$ cat src/rtl/instr_stream_driver_pkg.sv
// Shared encodings for the instruction stream driver: Processor operation codes
// and the driver FSM state type.
package instr_stream_driver_pkg;

  localparam logic [1:0] OP_NO_OP   = 2'b00;
  localparam logic [1:0] OP_RESET   = 2'b11;
  localparam logic [1:0] OP_EXECUTE = 2'b01;

  typedef enum logic [2:0] {
    ST_IDLE  = 3'd0,
    ST_RST   = 3'd1,
    ST_ISSUE = 3'd2,
    ST_WAIT  = 3'd3,
    ST_DONE  = 3'd4
  } state_t;

endpackage

$ cat src/rtl/instr_stream_driver_stream_fifo.sv
// Circular-buffer FIFO holding packed {check, expected, instruction} entries.
// The head entry is presented combinationally on rdata.
module instr_stream_driver_stream_fifo #(
  parameter int WIDTH = 65,
  parameter int DEPTH = 16
) (
  input  logic                       clk,
  input  logic                       rst,
  input  logic                       push,
  input  logic                       pop,
  input  logic [WIDTH-1:0]           wdata,
  output logic [WIDTH-1:0]           rdata,
  output logic                       full,
  output logic                       empty,
  output logic [$clog2(DEPTH+1)-1:0] count
);

  localparam int PTR_W = (DEPTH > 1) ? $clog2(DEPTH) : 1;
  localparam int CNT_W = $clog2(DEPTH + 1);

  logic [WIDTH-1:0] mem_r [DEPTH];
  logic [PTR_W-1:0] wr_ptr_r;
  logic [PTR_W-1:0] rd_ptr_r;
  logic [CNT_W-1:0] count_r;
  logic             push_ok_s;
  logic             pop_ok_s;

  assign full      = (count_r == CNT_W'(DEPTH));
  assign empty     = (count_r == CNT_W'(0));
  assign count     = count_r;
  assign rdata     = mem_r[rd_ptr_r];
  assign push_ok_s = push && !full;
  assign pop_ok_s  = pop && !empty;

  // Storage array; contents need no reset because occupancy gates every read.
  always_ff @(posedge clk) begin
    if (push_ok_s) begin
      mem_r[wr_ptr_r] <= wdata;
    end
  end

  // Pointers wrap naturally since DEPTH is a power of two.
  always_ff @(posedge clk or posedge rst) begin
    if (rst) begin
      wr_ptr_r <= '0;
      rd_ptr_r <= '0;
      count_r  <= '0;
    end else begin
      if (push_ok_s) begin
        wr_ptr_r <= wr_ptr_r + PTR_W'(1);
      end
      if (pop_ok_s) begin
        rd_ptr_r <= rd_ptr_r + PTR_W'(1);
      end
      case ({push_ok_s, pop_ok_s})
        2'b10:   count_r <= count_r + CNT_W'(1);
        2'b01:   count_r <= count_r - CNT_W'(1);
        default: count_r <= count_r;
      endcase
    end
  end

endmodule

$ cat src/rtl/instr_stream_driver.sv
// Drives a queued instruction stream into Processor (RESET, then EXECUTE per entry)
// and checks syscallOut on tagged entries, reporting pass/fail counts.
module instr_stream_driver
  import instr_stream_driver_pkg::*;
#(
  parameter int WORD_WIDTH    = 32,
  parameter int DEPTH         = 16,
  parameter int CHECK_LATENCY = 1,
  parameter int COUNT_WIDTH   = $clog2(DEPTH + 1)
) (
  input  logic                   clock,
  input  logic                   reset,
  input  logic                   loadValid,
  output logic                   loadReady,
  input  logic [WORD_WIDTH-1:0]  loadInstruction,
  input  logic                   loadCheck,
  input  logic [WORD_WIDTH-1:0]  loadExpected,
  input  logic                   start,
  output logic [1:0]             operation,
  output logic [WORD_WIDTH-1:0]  nextInstruction,
  input  logic [WORD_WIDTH-1:0]  syscallOut,
  output logic                   busy,
  output logic                   done,
  output logic [COUNT_WIDTH-1:0] passCount,
  output logic [COUNT_WIDTH-1:0] failCount,
  output logic                   failed,
  output logic [COUNT_WIDTH-1:0] firstFailIndex
);

  localparam int ENTRY_W = 2 * WORD_WIDTH + 1;
  localparam int OCC_W   = $clog2(DEPTH + 1);
  localparam int LAT_W   = $clog2(CHECK_LATENCY + 1);

  function automatic logic [COUNT_WIDTH-1:0] sat_inc(input logic [COUNT_WIDTH-1:0] v);
    return (v == '1) ? v : v + COUNT_WIDTH'(1);
  endfunction

  state_t                  state_r;
  logic [1:0]              operation_r;
  logic [WORD_WIDTH-1:0]   next_instr_r;
  logic                    busy_r;
  logic                    done_r;
  logic [COUNT_WIDTH-1:0]  pass_count_r;
  logic [COUNT_WIDTH-1:0]  fail_count_r;
  logic                    failed_r;
  logic [COUNT_WIDTH-1:0]  first_fail_r;
  logic [COUNT_WIDTH-1:0]  entry_index_r;
  logic [COUNT_WIDTH-1:0]  cur_index_r;
  logic                    cur_check_r;
  logic [WORD_WIDTH-1:0]   cur_expected_r;
  logic [LAT_W-1:0]        wait_cnt_r;

  logic [ENTRY_W-1:0]      head_s;
  logic                    fifo_full_s;
  logic                    fifo_empty_s;
  logic [OCC_W-1:0]        fifo_count_s;
  logic                    push_s;
  logic                    sample_now_s;
  logic                    issue_now_s;
  logic                    finish_now_s;

  assign loadReady = ((state_r == ST_IDLE) || (state_r == ST_DONE))
                     && (fifo_count_s < OCC_W'(DEPTH));
  assign push_s       = loadValid && loadReady && !fifo_full_s;
  assign sample_now_s = (state_r == ST_WAIT) && (wait_cnt_r == LAT_W'(1));

  instr_stream_driver_stream_fifo #(
    .WIDTH (ENTRY_W),
    .DEPTH (DEPTH)
  ) u_fifo (
    .clk   (clock),
    .rst   (reset),
    .push  (push_s),
    .pop   (issue_now_s),
    .wdata ({loadCheck, loadExpected, loadInstruction}),
    .rdata (head_s),
    .full  (fifo_full_s),
    .empty (fifo_empty_s),
    .count (fifo_count_s)
  );

  // Decide whether the coming edge issues the head entry or ends the run.
  always_comb begin
    issue_now_s  = 1'b0;
    finish_now_s = 1'b0;
    case (state_r)
      ST_RST: begin
        issue_now_s  = !fifo_empty_s;
        finish_now_s = fifo_empty_s;
      end
      ST_ISSUE: begin
        if (cur_check_r) begin
          issue_now_s  = 1'b0;
          finish_now_s = 1'b0;
        end else begin
          issue_now_s  = !fifo_empty_s;
          finish_now_s = fifo_empty_s;
        end
      end
      ST_WAIT: begin
        issue_now_s  = sample_now_s && !fifo_empty_s;
        finish_now_s = sample_now_s && fifo_empty_s;
      end
      default: begin
        issue_now_s  = 1'b0;
        finish_now_s = 1'b0;
      end
    endcase
  end

  // Run-control FSM with registered Processor-facing and status outputs.
  always_ff @(posedge clock or posedge reset) begin
    if (reset) begin
      state_r        <= ST_IDLE;
      operation_r    <= OP_NO_OP;
      next_instr_r   <= '0;
      busy_r         <= 1'b0;
      done_r         <= 1'b0;
      pass_count_r   <= '0;
      fail_count_r   <= '0;
      failed_r       <= 1'b0;
      first_fail_r   <= '0;
      entry_index_r  <= '0;
      cur_index_r    <= '0;
      cur_check_r    <= 1'b0;
      cur_expected_r <= '0;
      wait_cnt_r     <= '0;
    end else begin
      if (sample_now_s) begin
        if (syscallOut == cur_expected_r) begin
          pass_count_r <= sat_inc(pass_count_r);
        end else begin
          fail_count_r <= sat_inc(fail_count_r);
          failed_r     <= 1'b1;
          if (fail_count_r == '0) begin
            first_fail_r <= cur_index_r;
          end
        end
      end

      if (issue_now_s) begin
        state_r        <= ST_ISSUE;
        operation_r    <= OP_EXECUTE;
        next_instr_r   <= head_s[WORD_WIDTH-1:0];
        cur_expected_r <= head_s[2*WORD_WIDTH-1:WORD_WIDTH];
        cur_check_r    <= head_s[ENTRY_W-1];
        cur_index_r    <= entry_index_r;
        entry_index_r  <= sat_inc(entry_index_r);
      end else if (finish_now_s) begin
        state_r     <= ST_DONE;
        operation_r <= OP_NO_OP;
        busy_r      <= 1'b0;
        done_r      <= 1'b1;
      end else begin
        case (state_r)
          ST_IDLE, ST_DONE: begin
            if (start) begin
              state_r       <= ST_RST;
              operation_r   <= OP_RESET;
              busy_r        <= 1'b1;
              done_r        <= 1'b0;
              pass_count_r  <= '0;
              fail_count_r  <= '0;
              failed_r      <= 1'b0;
              first_fail_r  <= '0;
              entry_index_r <= '0;
            end
          end
          // Only a checked entry stays here without issuing or finishing.
          ST_ISSUE: begin
            state_r     <= ST_WAIT;
            operation_r <= OP_NO_OP;
            wait_cnt_r  <= LAT_W'(CHECK_LATENCY);
          end
          ST_WAIT: begin
            wait_cnt_r <= wait_cnt_r - LAT_W'(1);
          end
          default: begin
            state_r     <= ST_IDLE;
            operation_r <= OP_NO_OP;
            busy_r      <= 1'b0;
          end
        endcase
      end
    end
  end

  assign operation       = operation_r;
  assign nextInstruction = next_instr_r;
  assign busy            = busy_r;
  assign done            = done_r;
  assign passCount       = pass_count_r;
  assign failCount       = fail_count_r;
  assign failed          = failed_r;
  assign firstFailIndex  = first_fail_r;

endmodule

$ cat config.mk
export PLATFORM = sky130hd
export DESIGN_NAME = instr_stream_driver
export DESIGN_NICKNAME = d
export VERILOG_FILES = /design/src/rtl/instr_stream_driver_pkg.sv /design/src/rtl/instr_stream_driver_stream_fifo.sv /design/src/rtl/instr_stream_driver.sv
export SDC_FILE = /design/constraint.sdc
export NUM_CORES = 1
export LEC_CHECK = 0
export ABC_AREA = 1
export ABC_CLOCK_PERIOD_IN_PS = 5780
export CORE_ASPECT_RATIO = 1.75
export CORE_MARGIN = 2
export CORE_UTILIZATION = 61
export CTS_CLUSTER_SIZE = 25
export DETAILED_ROUTE_END_ITERATION = 16
export PLACE_DENSITY = 0.79
export REMOVE_ABC_BUFFERS = 1
export SETUP_SLACK_MARGIN = 0.1
export SYNTH_ARGS = -nofsm -noshare
export SYNTH_HDL_FRONTEND = slang
export SYNTH_SLANG_ARGS = --single-unit
$ cat constraint.sdc
create_clock -name clock -period 5.78 [get_ports clock]
set_input_delay 0.867 -clock clock [delete_from_list [all_inputs] [get_ports clock]]
set_output_delay 0.867 -clock clock [all_outputs]
set_load 0.005 [all_outputs]
==> results.toml, run 1 <==
[outcome]
status = "complete, no violations"

[clock_tree]
post_cts_buffers = 0
numCtsBuffers = 97
clk_latency_ns = 0.67
root_buffer = "clkbuf_16"
path_clk_slew_ns = 0.07
htree_levels = 3
ctsHoldBuffers = 0
clkSinkCount = 1152
clockBufferDepth = 3
postCtsResizedCells = 0
tritoncts = "built"

[floorplanning]
chipHeight_um = 367.9
num_rows = 133
start_util = 0.6151
core_um2 = 75050
dieArea_um2 = 77980
io_pins = 154
fp.dieW_um = 212.0

[yosys]
ys.flop_type = "edfxtp_1"
seq_area_frac_synth = 0.7372
ys_seq_elements = 1152
synth_edf_count = 1040
avgSynthCellArea_um2 = 12.50
synth_area_um2 = 46160
synthDistinctLibCells = 31
async_flop_share = 0.09722
yosys_warnings = 0
syn_inst = 3693

[worst_setup_path]
critPathKind = "reg2reg"
worst_setup_path_start_kind = "register"
ff2ff_path_depth = 8
reg2reg_from = "u_fifo.rd_ptr_r[0]"
cp_slowest_cell = "dfrtp_4"
worst_path_most_repeated_cell = "nand2_1"
crit_arrival_ns = 4.00
cpPeakStageDelay_ns = 0.90
cp-startpoint = "u_fifo.rd_ptr_r[0]"
crit_end = "nextInstruction[27]"
critPathRequiredTime_ns = 6.38
r2r-end = "nextInstruction[27]"
path_cells = "buf_4 -> buf_4 -> o21ai_0 -> o221ai_1 -> nand3_1 -> nand2_1 -> nand2_1 -> nand2_1"
critPathCaptureType = "register"
reg2reg_slack_ns = 2.38
cp_max_fo = 72

[pwr]
peakVddDrop_v = 0.0004266
powerDensity_nw_per_um2 = 483.4
totalPowerFinal_mw = 24.93
p_leak_nw = 17.91

[sta]
timing.fmax_ghz = 0.2941
slew_violations = 0
period_minus_slack_ns = 3.400
setup_violations = 0
max_slew_margin = 0.1534
rsz0062_at_grt = "no"
clock_skew_ns = 0.02395
hold_violations = 0
fin_crit_sh = 0.5883
tightestPinTransition_ns = 1.270

[route]
drt_drc_violations_left = 0
ant_nets = 0
drt_iter0_drc = 4013
wirelength_um = 114900
vias = 30360
viasPerCell = 6.249
wl_per_cell_um = 23.65
firstDrtPassIters = 6

[run]
max_cap_viol_count = 0

[final_layout]
area_growth_pct = 11.71
regArea_um2 = 34050
final_util = 0.6871
fill_cells = 5010
mostFrequentLayoutCell = "edfxtp_1"
n_antenna_cell = 0
final_nets = 3886
final_cell_mix = "1040 x edfxtp_1, 565 x nor2_1, 547 x nand2_1, 441 x o21ai_0, 153 x clkdlybuf4s50_1"
multi_input_area_um2 = 10620
drive_above_1_share = 0.05746

[global_routing]
grt_pass1_vias = 30760
antenna_found_initial = 0
grt_pass1_wl_um = 173800
track_usage = 0.2969
grt_overflow = 0
grt_start_max_net_pins = 243

[worst_hold_path]
hold_path_class = "reg2reg"

[placed_design]
dp.final_hpwl_um = 62870
place.gp.congestion = 0.9056
port_buffers = 153
-- worst max-delay path, delay by kind of cell, from the launching register on --
kind	cells	cell delay, ns
compound gates	2	0.47
simple gates	4	0.52
buf+inv	2	1.31
flops	1	0.90
-- cell families after synthesis --
| family | count (synthesis) | share of synthesized area |
|---|---|---|
| AND/OR/NAND/NOR | 1255 | 0.1061 |
| flip-flops | 1152 | 0.7372 |
| AO/OA/AOI/OAI | 860 | 0.1082 |
| buffers and inverters | 367 | 0.03545 |
| multiplexers | 24 | 0.005204 |
| XOR/XNOR | 21 | 0.003984 |
| adder cells (fa/ha/maj) | 14 | 0.003795 |
-- metal layers --
metal  track usage  wire [µm]  part of all wire  up-vias
li1              -          -                 -    13470
met1        0.3563      40240              0.35    14810
met2        0.5092      58580              0.51     1688
met3       0.04316       9557             0.083      395
met4        0.1751       6536             0.057        0
met5             0          0                 0        -
-- synth_stat cells (6+ instances only) --
cell type,number,area [µm²]
nand3_1,115,575.6
o21ai_0,441,2207
a21oi_1,55,275.3
dfrtp_1,112,2803
o22ai_1,90,563.0
buf_6,11,123.9
clkbuf_1,112,420.4
ha_1,14,175.2
nand4_1,6,37.54
nor2_1,582,2185
xnor2_1,7,61.31
o21ai_1,115,575.6
edfxtp_1,1040,31230
xor2_1,14,122.6
buf_4,22,165.2
nand2_1,547,2053
mux2i_1,24,240.2
o211ai_1,12,90.09
buf_1,10,37.54
buf_2,68,340.3
inv_1,138,518.0
o221ai_1,146,1279
-- worst min path at each step --
| stage | startpoint | to | slack, ns | cells past startpoint |
|---|---|---|---|---|
| final | operation[1] | operation[1] | 0.48 | 2 |
| after global routing | nextInstruction[24] | nextInstruction[24] | 0.50 | 2 |
| after detailed placement | nextInstruction[7] | nextInstruction[7] | 0.46 | 2 |
| after floorplan | cur_index_r[4] | cur_index_r[4] | 0.45 | 2 |
| after global placement | operation[1] | operation[1] | 0.46 | 2 |
| after CTS | nextInstruction[24] | nextInstruction[24] | 0.48 | 2 |
-- per-stage QoR --
step | hold WS [ns] | std cells | cell area (µm²) | worst slack, ns | TNS [ns]
3_5_place_dp | 0.4640 | 4684 | 48550 | 2.062 | 0
4_1_cts | 0.4823 | 4858 | 51570 | 2.458 | 0
2_1_floorplan | 0.4496 | 3468 | 45070 | -8.224 | -550.36
5_1_grt | 0.5022 | 4858 | 51570 | 2.193 | 0
3_3_place_gp | 0.4584 | 4684 | 48550 | 2.056 | 0
6_report | 0.4757 | 4858 | 51570 | 2.380 | 0
-- sequential cells by signal, indices dropped and copies added (netlist names), 2 cells and up --
register	flops
u_fifo.mem_r	1040
cur_expected_r	32
nextInstruction	32
cur_index_r	5
entry_index_r	5
failCount	5
firstFailIndex	5
passCount	5
u_fifo.count	5
u_fifo.rd_ptr_r	4
u_fifo.wr_ptr_r	4
state_r	3
operation	2
-- layout make-up --
cell class                 instances  area share
sequential                      1152      0.6603
multi-input combinational       2174      0.2060
clock buffer                     128     0.05093
timing repair buffer             204     0.03979
tap                             1012     0.02455
inverter                         142     0.01094
clock inverter                    46    0.007546
-- report_power, final --
group / switching (mW) / leakage (nW) / internal (mW)
registers: 0.567 / 10.7 / 9.65
logic: 5.82 / 5.72 / 2.57
clock network: 2.89 / 1.46 / 3.43
total: 9.28 / 17.9 / 15.6
(Power assumes the default switching activity.)
==> run 2: changes to the inputs <==
- ABC_CLOCK_PERIOD_IN_PS: 5780 -> 3400
- clock period: 5.78 -> 3.4 ns (I/O delays scaled with it)
==> run 2 against run 1 <==
Combinational power is 79% higher. Non-clock buffer count is 34 higher. Flip-flop and latch count stayed put. Maximum frequency is 26% higher. Setup slack lost 1.7 ns. Sequential power up 69%. Utilization rose by 1.2 points. Cell area rose by 1.7%. Count of clock-buffer cells in the layout rose by 8. Critical path depth increased by 10. Die area unchanged. Clock skew down 0.0069 ns.
==> results.toml, run 2 (synthesis results as in run 1) <==
[sta]
rsz0062_at_grt = "no"
fin_crit_sh = 0.7956
timing.fmax_ghz = 0.3697
slew_violations = 0
max_slew_margin = 0.3430
clock_skew_ns = 0.01708
period_minus_slack_ns = 2.705
tightestPinTransition_ns = 0.9855
hold_violations = 0
setup_violations = 0

[final_layout]
final_cell_mix = "1040 x edfxtp_1, 565 x nor2_1, 547 x nand2_1, 441 x o21ai_0, 153 x clkdlybuf4s50_1"
drive_above_1_share = 0.06921
finalNonFillerCells = 4900
mostFrequentLayoutCell = "edfxtp_1"
final_nets = 3919
top_register = "u_fifo.mem_r"
area_growth_pct = 13.60
largest_register_ffs = 1040

[worst_setup_path]
ff2ff_path_depth = 18
reg2reg_slack_ns = 0.69
r2r-end = "u_fifo.count[4]"
critPathCaptureType = "register"
critPathKind = "reg2reg"
crit_arrival_ns = 3.27
worst_setup_path_start_kind = "register"
cp_max_fo = 32
reg2reg_from = "state_r[2]"
critPathRequiredTime_ns = 3.97

[global_routing]
grt_start_max_net_pins = 153
grt_overflow = 0
grt_pass1_wl_um = 174700
track_usage = 0.2982
grt_pass1_vias = 30530
antenna_found_initial = 3

[pwr]
peakVddDrop_v = 0.0006840
p_seq_frac = 0.393
pwr-share-comb = 0.343
powerDensity_nw_per_um2 = 832.5
clkPwrFrac = 0.264
p_leak_nw = 18.33
totalPowerFinal_mw = 43.65
p_sw_frac = 0.3657
p_int_mw = 27.69
p_sw_mw = 15.97

[clock_tree]
root_buffer = "clkbuf_16"
htree_levels = 3
clk_latency_ns = 0.69
tritoncts = "built"
postCtsResizedCells = 0
numCtsBuffers = 96
post_cts_buffers = 0
clkSinkCount = 1152
ctsHoldBuffers = 0
path_clk_slew_ns = 0.07
clockBufferDepth = 3

[floorplanning]
start_util = 0.6151
chipHeight_um = 367.9
core_um2 = 75050
fp.dieW_um = 212.0
io_pins = 154
dieArea_um2 = 77980
num_rows = 133

[placed_design]
dp.final_hpwl_um = 65580
port_buffers = 153
place.gp.congestion = 0.8940
dp.cells = 4718

[route]
viasPerCell = 6.241
drt_drc_violations_left = 0
drt_iter0_drc = 3814
wirelength_um = 115800
wl_per_cell_um = 23.63
ant_nets = 0
firstDrtPassIters = 6
vias = 30580

[worst_hold_path]
hold_path_class = "in2async"

[outcome]
status = "complete, no violations"

[run]
max_cap_viol_count = 0
## run 2: layout make-up
| class | count | area (µm²) |
|---|---|---|
| diodes | 1 | 2.502 |
| clock buffers | 136 | 2693 |
| clock inverters | 45 | 624.3 |
| fillers | 4830 | 22610 |
| inverters | 142 | 564.3 |
| multi-input cells | 2174 | 10620 |
| flip-flops and latches | 1152 | 34050 |
| well taps | 1012 | 1266 |
| repair buffers | 238 | 2620 |
## run 2: power groups by stage
stage | Sequential (mW) | Clock, mW | Combinational [mW]
after CTS | 17.2 | 11.6 | 14.8
final | 17.2 | 11.5 | 15.0
after detailed placement | 17.4 | 0 | 14.7
after global routing | 17.3 | 12.1 | 16.3
after global placement | 17.4 | 0 | 14.2
after floorplan | 17.7 | 0 | 7.08
## run 2: how the worst max path moves through the flow
stage	startpoint	to	cells after the start
after CTS	state_r[2]	u_fifo.count[4]	18
after global routing	state_r[2]	u_fifo.count[4]	18
after detailed placement	loadValid	u_fifo.mem_r[4][46]	6
final	state_r[2]	u_fifo.count[4]	18
after global placement	loadValid	u_fifo.mem_r[4][23]	6
after floorplan	u_fifo.rd_ptr_r[0]	cur_expected_r[0]	7
## run 2: critical path: stages (launching register included)
cell and delay, ns:
dfrtp_1 0.37, inv_1 0.07, nand2_1 0.06, nor2_1 0.12, nand2_1 0.06, nand2_1 0.13, nand2_4 0.07, inv_4 0.31
ha_1 0.35, xor2_1 0.22, ha_1 0.18, inv_1 0.04, nand2_1 0.10, nand2_1 0.07, nand2_1 0.08, a21oi_1 0.07
xor2_1 0.14, nand2_1 0.06, o21ai_0 0.07
## run 2: per-stage QoR
step                setup slack (ns)  area [µm²]  setup TNS [ns]  utilization  hold slack (ns)
floorplan                     -10.60       45070        -1723.38            -           0.4496
global placement              0.6229       49120               0       0.6545           0.4576
detailed placement            0.5573       49120               0       0.6545           0.4581
CTS                           0.7133       52440               0       0.6987           0.1790
global route                  0.3930       52440               0       0.6987           0.2354
finish                        0.6948       52440               0       0.6987           0.1881
## run 2: metal layers
layer,vias to the layer above,track usage,share of wire
li1,13540,-,-
met1,14920,0.3611,0.36
met2,1775,0.5171,0.52
met3,336,0.04580,0.082
met4,4,0.1529,0.045
met5,-,0,0.00030
